File: src/rtl/count_pkg.sv
// Shared encodings for the syn_count_mod counter family.
package count_pkg;

    localparam logic [1:0] MODE_HOLD   = 2'b00;
    localparam logic [1:0] MODE_UP     = 2'b01;
    localparam logic [1:0] MODE_DOWN   = 2'b10;
    localparam logic [1:0] MODE_BOUNCE = 2'b11;

    localparam logic DIR_UP   = 1'b1;
    localparam logic DIR_DOWN = 1'b0;

endpackage

File: src/rtl/count_next.sv
// Combinational next-state for one counter step: next count/dir plus
// boundary (up/down limit hit) and turnaround (bounce reversal) flags.
module count_next
    import count_pkg::*;
#(
    parameter int WIDTH = 4
) (
    input  logic [WIDTH-1:0] count,
    input  logic             dir,
    input  logic [1:0]       mode,
    input  logic             sat,
    input  logic [WIDTH-1:0] limit,
    output logic [WIDTH-1:0] count_nxt,
    output logic             dir_nxt,
    output logic             boundary,
    output logic             turnaround
);

    localparam logic [WIDTH-1:0] W_ZERO = '0;
    localparam logic [WIDTH-1:0] W_ONE  = {{(WIDTH-1){1'b0}}, 1'b1};

    logic w_at_top;
    logic w_at_bot;
    logic w_lim_zero;

    assign w_at_top   = (count >= limit);
    assign w_at_bot   = (count == W_ZERO);
    assign w_lim_zero = (limit == W_ZERO);

    // Step selection; a zero limit in bounce pins the count at 0 while dir flips.
    always_comb begin
        count_nxt  = count;
        dir_nxt    = dir;
        boundary   = 1'b0;
        turnaround = 1'b0;
        case (mode)
            MODE_UP: begin
                dir_nxt = DIR_UP;
                if (!w_at_top) begin
                    count_nxt = count + W_ONE;
                end else begin
                    boundary  = 1'b1;
                    count_nxt = sat ? limit : W_ZERO;
                end
            end
            MODE_DOWN: begin
                dir_nxt = DIR_DOWN;
                if (!w_at_bot) begin
                    count_nxt = count - W_ONE;
                end else begin
                    boundary  = 1'b1;
                    count_nxt = sat ? W_ZERO : limit;
                end
            end
            MODE_BOUNCE: begin
                if (dir == DIR_UP) begin
                    if (!w_at_top) begin
                        count_nxt = count + W_ONE;
                    end else begin
                        turnaround = 1'b1;
                        dir_nxt    = DIR_DOWN;
                        count_nxt  = w_lim_zero ? W_ZERO : (limit - W_ONE);
                    end
                end else begin
                    if (!w_at_bot) begin
                        count_nxt = count - W_ONE;
                    end else begin
                        turnaround = 1'b1;
                        dir_nxt    = DIR_UP;
                        count_nxt  = w_lim_zero ? W_ZERO : W_ONE;
                    end
                end
            end
            default: begin
                count_nxt = count;
                dir_nxt   = dir;
            end
        endcase
    end

endmodule

File: src/rtl/syn_count_mod.sv
// Programmable-limit modulo counter: up/down/bounce, wrap or saturate,
// synchronous clamped load, registered tc pulse and sticky ovf flag.
module syn_count_mod
    import count_pkg::*;
#(
    parameter int               WIDTH   = 4,
    parameter logic [WIDTH-1:0] RST_VAL = '0
) (
    input  logic             clk,
    input  logic             rst,
    input  logic             en,
    input  logic [1:0]       mode,
    input  logic             sat,
    input  logic [WIDTH-1:0] limit,
    input  logic             load,
    input  logic [WIDTH-1:0] load_val,
    input  logic             clr_ovf,
    output logic [WIDTH-1:0] count,
    output logic             dir,
    output logic             tc,
    output logic             ovf
);

    logic [WIDTH-1:0] r_count;
    logic             r_dir;
    logic             r_tc;
    logic             r_ovf;

    logic [WIDTH-1:0] w_count_nxt;
    logic             w_dir_nxt;
    logic             w_boundary;
    logic             w_turnaround;
    logic             w_step;
    logic [WIDTH-1:0] w_load_clamped;

    count_next #(.WIDTH(WIDTH)) u_count_next (
        .count      (r_count),
        .dir        (r_dir),
        .mode       (mode),
        .sat        (sat),
        .limit      (limit),
        .count_nxt  (w_count_nxt),
        .dir_nxt    (w_dir_nxt),
        .boundary   (w_boundary),
        .turnaround (w_turnaround)
    );

    assign w_step         = en && (mode != MODE_HOLD);
    assign w_load_clamped = (load_val > limit) ? limit : load_val;

    // Count/dir/tc registers: load outranks stepping; idle cycles drop tc.
    always_ff @(posedge clk or posedge rst) begin
        if (rst) begin
            r_count <= RST_VAL;
            r_dir   <= DIR_UP;
            r_tc    <= 1'b0;
        end else if (load) begin
            r_count <= w_load_clamped;
            r_dir   <= DIR_UP;
            r_tc    <= 1'b0;
        end else if (w_step) begin
            r_count <= w_count_nxt;
            r_dir   <= w_dir_nxt;
            r_tc    <= w_boundary | w_turnaround;
        end else begin
            r_tc    <= 1'b0;
        end
    end

    // Sticky overflow: a boundary hit on this edge beats a clear request.
    always_ff @(posedge clk or posedge rst) begin
        if (rst) begin
            r_ovf <= 1'b0;
        end else if (!load && w_step && w_boundary) begin
            r_ovf <= 1'b1;
        end else if (clr_ovf) begin
            r_ovf <= 1'b0;
        end
    end

    assign count = r_count;
    assign dir   = r_dir;
    assign tc    = r_tc;
    assign ovf   = r_ovf;

endmodule

File: config.mk
export PLATFORM = sky130hd
export DESIGN_NAME = syn_count_mod
export DESIGN_NICKNAME = d
export VERILOG_FILES = /design/src/rtl/count_pkg.sv /design/src/rtl/count_next.sv /design/src/rtl/syn_count_mod.sv
export SDC_FILE = /design/constraint.sdc
export NUM_CORES = 1
export LEC_CHECK = 0
export ABC_AREA = 1
export CAP_MARGIN = 5
export CORE_MARGIN = 4
export CORE_UTILIZATION = 37
export CTS_BUF_LIST = sky130_fd_sc_hd__clkbuf_8
export DETAILED_ROUTE_END_ITERATION = 10
export PLACE_DENSITY_LB_ADDON = 0.25
export SETUP_SLACK_MARGIN = 0.3
export SLEW_MARGIN = 40
export SYNTH_ARGS = -nofsm -noshare
export SYNTH_HDL_FRONTEND = slang
export SYNTH_SLANG_ARGS = --single-unit
File: constraint.sdc
create_clock -name clk -period 1.8 [get_ports clk]
set_input_delay 0.18 -clock clk [delete_from_list [all_inputs] [get_ports clk]]
set_output_delay 0.18 -clock clk [all_outputs]
set_load 0.02 [all_outputs]
==> results of run 1 <==
synth_stat cells:
library cell   n  area [um^2]
ha_1          17          213
nand3_4        2         35.0
a22oi_1        1         7.51
xor2_1         3         26.3
inv_2          7         26.3
buf_6          1         11.3
inv_4          1         6.26
nor2_1        11         41.3
nor3_1         1         5.00
nand2_1       51          191
inv_1         26         97.6
nor2_2         3         18.8
dfstp_2        1         26.3
dfrtp_1        6          150
o22ai_1        1         6.26
a21oi_2        4         35.0
a21oi_1       13         65.1
nand4_1        5         31.3
bufinv_8       1         17.5
o21ai_0        5         25.0
nand3_1       21          105
o21ai_1        7         35.0
a21oi_4        1         16.3
where the power goes:
part           switching (W)  internal (W)
combinational       0.000495      0.000392
sequential         0.0000274      0.000185
clock              0.0000621      0.000147
flip-flops by register name, indices dropped and copies added (netlist names):
register / cells
tc: 1
dir: 1
ovf: 1
count: 4
routing by layer:
layer / share of wire (%) / wire length (um)
met1: 48 / 1670
met5: 0 / 0
met3: 4.3 / 149
met4: 1.2 / 40
met2: 46 / 1610
area by class of cell:
class                      instances  area, um^2  share of cell area (%)
inverter                          35         150                    8.20
tap                               44        55.1                    3.01
clock inverter                     1        3.75                   0.205
timing repair buffer              42         363                    19.8
multi-input combinational        147        1040                    56.6
clock buffer                       3        41.3                    2.26
sequential                         7         181                    9.91
timing repair:
item	CTS	global route
resized for setup	18	18
hold buffers	0	0
cloned	1	0
pin swaps	8	7
setup buffers	4	0
endpoints found under the setup margin	11	7
how the worst min path moves through the flow:
| stage | slack, ns | start | endpoint | depth (start not counted) |
|---|---|---|---|---|
| final | 0.19 | rst | tc$_DFF_PP0_ | 2 |
| after CTS | 0.20 | rst | tc$_DFF_PP0_ | 2 |
| after floorplan | -0.02 | rst | ovf$_DFFE_PP0P_ | 1 |
| after detailed placement | 0.43 | rst | tc$_DFF_PP0_ | 2 |
| after global placement | 0.43 | rst | ovf$_DFFE_PP0P_ | 2 |
| after global routing | 0.22 | rst | ovf$_DFFE_PP0P_ | 2 |
through the flow:
| stage | utilization (%) | cell area (um^2) | power (W) | instances |
|---|---|---|---|---|
| 3_5_place_dp | 53.1 | 1630 | 0.000985 | 270 |
| 5_1_grt | 59.5 | 1830 | 0.00142 | 279 |
| 2_1_floorplan | - | 1250 | 0.000726 | 189 |
| 6_report | 59.5 | 1830 | 0.00131 | 279 |
| 3_3_place_gp | 53.1 | 1630 | 0.000980 | 270 |
| 4_1_cts | 57.4 | 1770 | 0.00125 | 279 |
kinds of logic after synthesis:
family,after synthesis,share of synthesized area (%)
simple gates,94,35.9
buf+inv,36,13.3
fa+ha+maj,17,17.8
compound gates,32,15.9
xor+xnor,3,2.20
flops,7,14.8
==> flow_summary.yaml, run 1 <==
timing:
  whs_ns: 0.187
  fin_crit_sh_pct: 91.3
  rsz0062_at_grt: "true"
  setup_ws_ns: 0.157
  worst_pin_slew_ns: 0.304
  hold_viol: 0
  fmax_ghz: 0.609
  relSlewSlack_pct: 79.7
  finalCriticalPeriod_ns: 1.64
  slew_violations: 0
  setup_viol: 0
  fin_worst_skew_ns: 0.000360
  fin_setup_tns_ns: 0
worst_setup_path:
  rr_worst_depth: 8
  r2r-start: "count[1]$_DFFE_PP0P_"
  cpPeakStageDelay_ns: 0.44
  endpoint: "count[0]$_DFFE_PP0P_"
  critical_path_arrival_ns: 1.74
  slowest_stage: "dfrtp_2"
  cp_cell_sequence: "ha_4 > nand4_1 > nand3_4 > inv_2 > nand2_2 > nand2_1 > a21oi_2 > a21oi_1"
  cp-startpoint: "count[1]$_DFFE_PP0P_"
  cp_data_required_time_ns: 1.90
  path_delay_family: "simple AND/OR/NAND/NOR gates"
  rrSetupSlack_ns: 0.16
  endpoint_kind: "register"
  path_max_fanout: 5
  crit_type: "register to register"
  crit_path_start_kind: "register"
  path_buf_inv: 1
  worstReg2RegEnd: "count[0]$_DFFE_PP0P_"
  worst-path-stages: 8
synthesis:
  ys_seq_area_share_pct: 14.8
  synthCells: 189
  syn_nets: 222
  syn_area_per_cell_um2: 6.31
  syn_area_um2: 1190
  ys_types: 23
  yosysWarnings: 0
  synth-seq-cells: 7
final_layout:
  antenna_cells: 0
  area_growth_pct: 53.5
  final_common_cell: "nand2_1"
  fin_nets: 269
  drive_above_1_share_pct: 33.2
  final_cell_mix: "nand2_1, inv_1, buf_4"
  fillers: 295
clock_tree:
  htreeDepth: 1
  root_buffer: "clkbuf_8"
  insertion_delay_ns: 0.22
  cts_tree: "done"
  clk_path_buf_depth: 2
  cts_buffers: 3
  clkSinkCount: 7
  clkTransAtPathRegs_ns: 0.04
floorplanning:
  die_area_um2: 4200
  rows: 20
  io_pins: 23
  start_util_pct: 38.7
  fp.dieH_um: 64.8
  die_w_um: 64.8
  core_um2: 3080
worst_hold_path:
  hold_class: "input port to asynchronous set/reset pin"
global_routing:
  use_met1_pct: 24.1
  gr-total-overflow: 0
  track_usage_pct: 16.6
  grt_pass1_vias: 1246
  grtUsageMet3_pct: 1.21
  grt_antenna_before_repair: 0
  grt_max_degree: 9
  top_usage_layer: "met2"
  grt_pass1_wl_um: 5580
  grt_util_met2_pct: 26.4
routing:
  vias: 1376
  dr.first_iter.drc_count: 70
  ant_nets: 0
  via_per_inst: 4.93
  wl_per_cell_um: 12.4
  drcViolationCount: 0
  totalWireLength_um: 3470
  firstDrtPassIters: 4
pwr:
  p_leak_nw: 0.913
  peakVddDrop_mv: 0.267
  p_per_area_nw_per_um2: 715
run:
  drv_cap: 0
placement:
  dp_slack_ns: -0.265
  hpwl_um: 2700
  place.gp.congestion: 0.978
  portBuffers: 22
status:
  outcome: "finished, final reports clean"
Power figures use the tool's default switching activity.
==> run 2, diff against run 1 <==
- CORE_MARGIN: 4 -> default
==> run 2 against run 1 <==
Clock power hardly changed; register-to-register slack worse by 0.05 ns; flip-flop and latch count is the same; design area is 1.4% lower; sequential power hardly changed; cell count grew 1.1%; hold slack worse by 0.0030 ns; critical path depth unchanged; routed wire length fell by 2.7%; critical path type unchanged; largest power group unchanged; via count is 1.0% lower; setup slack got worse by 0.047 ns; core utilization is 0.33 points lower.
==> flow_summary.yaml, run 2 (synthesis results as in run 1) <==
routing:
  firstDrtPassIters: 4
  vias: 1362
  dr.first_iter.drc_count: 52
  drcViolationCount: 0
  wl_per_cell_um: 12.0
  ant_nets: 0
  totalWireLength_um: 3370
  via_per_inst: 4.83
global_routing:
  grt_max_degree: 9
  grt_antenna_before_repair: 0
  track_usage_pct: 20.5
  grt_pass1_vias: 1212
  grt_pass1_wl_um: 5420
  gr-total-overflow: 0
worst_setup_path:
  crit_path_start_kind: "register"
  cp_cell_sequence: "ha_4 > nand4_1 > nand3_4 > inv_2 > nand2_1 > nand2_1 > a21oi_2 > a21oi_2"
  path_max_fanout: 5
  crit_type: "register to register"
  cpPeakStageDelay_ns: 0.42
  endpoint_kind: "register"
  rr_worst_depth: 8
  slowest_stage: "dfrtp_2"
  cp_data_required_time_ns: 1.90
  critical_path_arrival_ns: 1.79
  r2r-start: "count[3]$_DFFE_PP0P_"
  worstReg2RegEnd: "count[0]$_DFFE_PP0P_"
  rrSetupSlack_ns: 0.11
clock_tree:
  cts_tree: "done"
  insertion_delay_ns: 0.22
  root_buffer: "clkbuf_8"
  clk_path_buf_depth: 2
  clkSinkCount: 7
  clkTransAtPathRegs_ns: 0.04
  cts_buffers: 3
  ctsHoldBuffers: 0
  htreeDepth: 1
placement:
  portBuffers: 22
  hpwl_um: 2610
  place.gp.congestion: 0.873
floorplanning:
  core_um2: 3050
  die_area_um2: 3450
  rows: 20
  die_w_um: 58.8
  fp.dieH_um: 58.8
  start_util_pct: 39.1
  io_pins: 23
timing:
  relSlewSlack_pct: 82.9
  fin_worst_skew_ns: 0.00665
  fin_setup_tns_ns: 0
  worst_pin_slew_ns: 0.256
  hold_viol: 0
  whs_ns: 0.184
  setup_viol: 0
  finalCriticalPeriod_ns: 1.69
  slew_violations: 0
  fmax_ghz: 0.592
  fin_crit_sh_pct: 93.9
  rsz0062_at_grt: "true"
worst_hold_path:
  hold_class: "input port to asynchronous set/reset pin"
pwr:
  p_per_area_nw_per_um2: 719
  p_leak_nw: 0.931
  peakVddDrop_mv: 0.238
final_layout:
  largest_register_ffs: 4
  drive_above_1_share_pct: 30.7
  antenna_cells: 0
  area_growth_pct: 51.4
  final_cell_mix: "nand2_1, inv_1, buf_4"
  final_common_cell: "nand2_1"
  fin_nets: 272
  fillers: 322
run:
  drv_cap: 0
status:
  outcome: "finished, final reports clean"
[run 2: cell types whose count changed in the layout (fill, tap and decap cells not counted), moves of 2 or more]
cell / change
nand2_2: -4
ha_4: -3
o21ai_0: -2
o21ai_1: +3
ha_1: +2
nand2_1: +4
nand3_2: -2
buf_4: +2
nand3_1: +2
[run 2: per-stage QoR]
step	instances	power (W)	instance area [um^2]	util, %	setup WS [ns]
finish	282	0.00130	1810	59.1	0.111
global route	282	0.00140	1810	59.1	0.0402
CTS	281	0.00124	1740	57.0	0.162
detailed placement	272	0.000986	1650	54.0	-0.251
global placement	272	0.000984	1650	54.0	-0.231
floorplan	189	0.000726	1250	-	0.262
[run 2: worst max-delay path: cells and delay by family (launching register included)]
| family | cells | cell delay [ns] |
|---|---|---|
| buffers and inverters | 1 | 0.07 |
| adders and majority gates | 1 | 0.29 |
| and+or+nand+nor | 4 | 0.56 |
| AOI/OAI and AO/OA | 2 | 0.21 |
| DFF | 1 | 0.42 |
[run 2: worst max path at each step]
stage	startpoint	endpoint	cells past startpoint
5_1_grt	count[3]$_DFFE_PP0P_	count[0]$_DFFE_PP0P_	8
3_3_place_gp	limit[1]	count[3]$_DFFE_PP0P_	9
4_1_cts	count[1]$_DFFE_PP0P_	count[2]$_DFFE_PP0P_	9
2_1_floorplan	count[0]$_DFFE_PP0P_	count[2]$_DFFE_PP0P_	13
3_5_place_dp	limit[1]	count[3]$_DFFE_PP0P_	9
6_report	count[3]$_DFFE_PP0P_	count[0]$_DFFE_PP0P_	8
[run 2: timing repair]
action,in CTS,in global routing
setup endpoints to repair,10,9
buffers inserted,4,1
pin swaps,6,7
gates cloned,1,0
gates resized for setup,14,16
[run 2: layout make-up]
type	instances	area [um^2]	share of cell area (%)
multi-input combinational	147	981	54.3
timing repair buffer	45	393	21.8
sequential	7	181	10.0
inverter	35	150	8.32
tap	44	55.1	3.05
clock buffer	3	41.3	2.29
clock inverter	1	3.75	0.208
[run 2: layer usage]
| metal | wire [um] | part of all wire [%] | track usage [%] | vias to the layer above |
|---|---|---|---|---|
| met4 | 0 | 0 | 3.06 | 0 |
| met2 | 1550 | 46 | 32.3 | 36 |
| li1 | - | - | - | 717 |
| met1 | 1700 | 50 | 31.4 | 609 |
| met3 | 126 | 3.7 | 0.659 | 0 |
| met5 | 0 | 0 | 0 | - |
[run 2: power breakdown]
group | internal [W] | switching (W)
combinational | 0.000386 | 0.000489
clock | 0.000147 | 0.0000641
sequential | 0.000185 | 0.0000276
==> run 3, diff against run 2 <==
- CELL_PAD_IN_SITES_DETAIL_PLACEMENT: default -> 0
- CELL_PAD_IN_SITES_GLOBAL_PLACEMENT: default -> 2
- CORE_UTILIZATION: 37 -> 28
- clock period: 1.8 -> 1.7 ns (I/O delays scaled with it)
==> run 3 against run 2 <==
Hold slack got worse by 0.0078 ns; largest cell class unchanged; design area increased by 6.4%; flip-flop and latch count unchanged.
==> flow_summary.yaml, run 3 (synthesis results as in run 1) <==
clock_tree:
  insertion_delay_ns: 0.23
  cts_tree: "done"
  clk_path_buf_depth: 2
  cts_buffers: 3
  htreeDepth: 1
  root_buffer: "clkbuf_8"
  ctsHoldBuffers: 0
  clkTransAtPathRegs_ns: 0.04
  clkSinkCount: 7
floorplanning:
  start_util_pct: 29.4
  io_pins: 23
  fp.dieH_um: 67.3
  core_um2: 4060
  rows: 23
  die_w_um: 67.3
  die_area_um2: 4520
final_layout:
  fillers: 426
  utilization_pct: 47.3
  largest_register_ffs: 4
  final_cell_mix: "nand2_1, buf_4, inv_1"
  final_common_cell: "nand2_1"
  stdcell_count: 299
  fin_nets: 283
  antenna_cells: 0
  drive_above_1_share_pct: 35.7
  area_growth_pct: 61.1
timing:
  setup_viol: 0
  worst_pin_slew_ns: 0.280
  fin_crit_sh_pct: 96.1
  fmax_ghz: 0.612
  fin_setup_tns_ns: 0
  relSlewSlack_pct: 81.3
  slew_violations: 0
  finalCriticalPeriod_ns: 1.63
  fin_worst_skew_ns: 0.00203
  rsz0062_at_grt: "true"
  hold_viol: 0
global_routing:
  gr-total-overflow: 0
  grt_max_degree: 9
  grt_pass1_wl_um: 6380
  grt_antenna_before_repair: 0
  track_usage_pct: 18.8
  grt_pass1_vias: 1379
placement:
  place.gp.congestion: 0.862
  portBuffers: 22
  hpwl_um: 3240
  place_inst: 289
worst_setup_path:
  path_max_fanout: 5
  cpPeakStageDelay_ns: 0.42
  path_delay_family: "simple AND/OR/NAND/NOR gates"
  cp_cell_sequence: "ha_4 > nand4_1 > nand3_4 > inv_2 > nand2_2 > nand2_1 > a21oi_2 > a21oi_1"
  crit_type: "register to register"
  cp_data_required_time_ns: 1.81
  slowest_stage: "dfrtp_2"
  critical_path_arrival_ns: 1.74
  crit_path_start_kind: "register"
  path_buf_inv: 1
  rrSetupSlack_ns: 0.07
  endpoint_kind: "register"
run:
  drv_cap: 0
routing:
  firstDrtPassIters: 4
  wl_per_cell_um: 13.1
  ant_nets: 0
  via_per_inst: 4.88
  dr.first_iter.drc_count: 85
  vias: 1458
  drcViolationCount: 0
  totalWireLength_um: 3920
worst_hold_path:
  hold_class: "input port to asynchronous set/reset pin"
pwr:
  p_leak_nw: 0.979
  peakVddDrop_mv: 0.237
  p_per_area_nw_per_um2: 735
status:
  outcome: "finished, final reports clean"
run 3: final timing paths:
check,start,endpoint,cells after the start
max,count[3]$_DFFE_PP0P_,count[0]$_DFFE_PP0P_,8
min,rst,ovf$_DFFE_PP0P_,2
max reg2reg,count[3]$_DFFE_PP0P_,count[0]$_DFFE_PP0P_,8
min reg2reg,ovf$_DFFE_PP0P_,ovf$_DFFE_PP0P_,2
max in group asynchronous,rst,dir$_DFFE_PP1P_,2
min in group clk,clr_ovf,ovf$_DFFE_PP0P_,2
run 3: metrics by stage:
step / power [W] / cell area, um^2 / setup WS [ns] / hold slack, ns
3_5_place_dp: 0.00110 / 1740 / -0.383 / 0.424
4_1_cts: 0.00135 / 1830 / 0.0578 / 0.185
5_1_grt: 0.00153 / 1920 / -0.0197 / 0.219
6_report: 0.00141 / 1920 / 0.0663 / 0.176
2_1_floorplan: 0.000769 / 1250 / 0.162 / -0.0276
3_3_place_gp: 0.00109 / 1740 / -0.371 / 0.423
run 3: report_power, final:
| group | internal (W) | leakage [nW] | switching (W) | total, W |
|---|---|---|---|---|
| combinational | 0.000418 | 0.871 | 0.000536 | 0.000954 |
| sequential | 0.000196 | 0.0810 | 0.0000321 | 0.000228 |
| clock | 0.000156 | 0.0269 | 0.0000722 | 0.000228 |
run 3: area by class of cell:
class	count	area, um^2	area share (%)
Clock buffer	3	41.3	2.15
Multi-Input combinational cell	147	1020	53.0
Sequential cell	7	181	9.45
Inverter	35	150	7.82
Clock inverter	1	3.75	0.195
Timing Repair Buffer	56	464	24.2
Tap cell	50	62.6	3.26
run 3: worst reg2reg max path, stage by stage, from the launching register on:
cell and delay, ns:
dfrtp_2 0.42, ha_4 0.29, nand4_1 0.21, nand3_4 0.19, inv_2 0.07, nand2_2 0.07, nand2_1 0.07, a21oi_2 0.12
a21oi_1 0.07
run 3: what timing repair did:
action / in CTS / in global routing
hold endpoints to repair: 0 / 0
resized for setup: 21 / 16
setup endpoints to repair: 12 / 8
cloned: 1 / 0
pin swaps: 6 / 7
buffers inserted: 2 / 3
run 3: metal layers:
layer	wire length [um]	global-route usage [%]	vias up
met3	228	2.03	9
met1	1820	25.2	663
li1	-	-	742
met5	0	0	-
met4	70	5.85	0
met2	1800	31.3	44
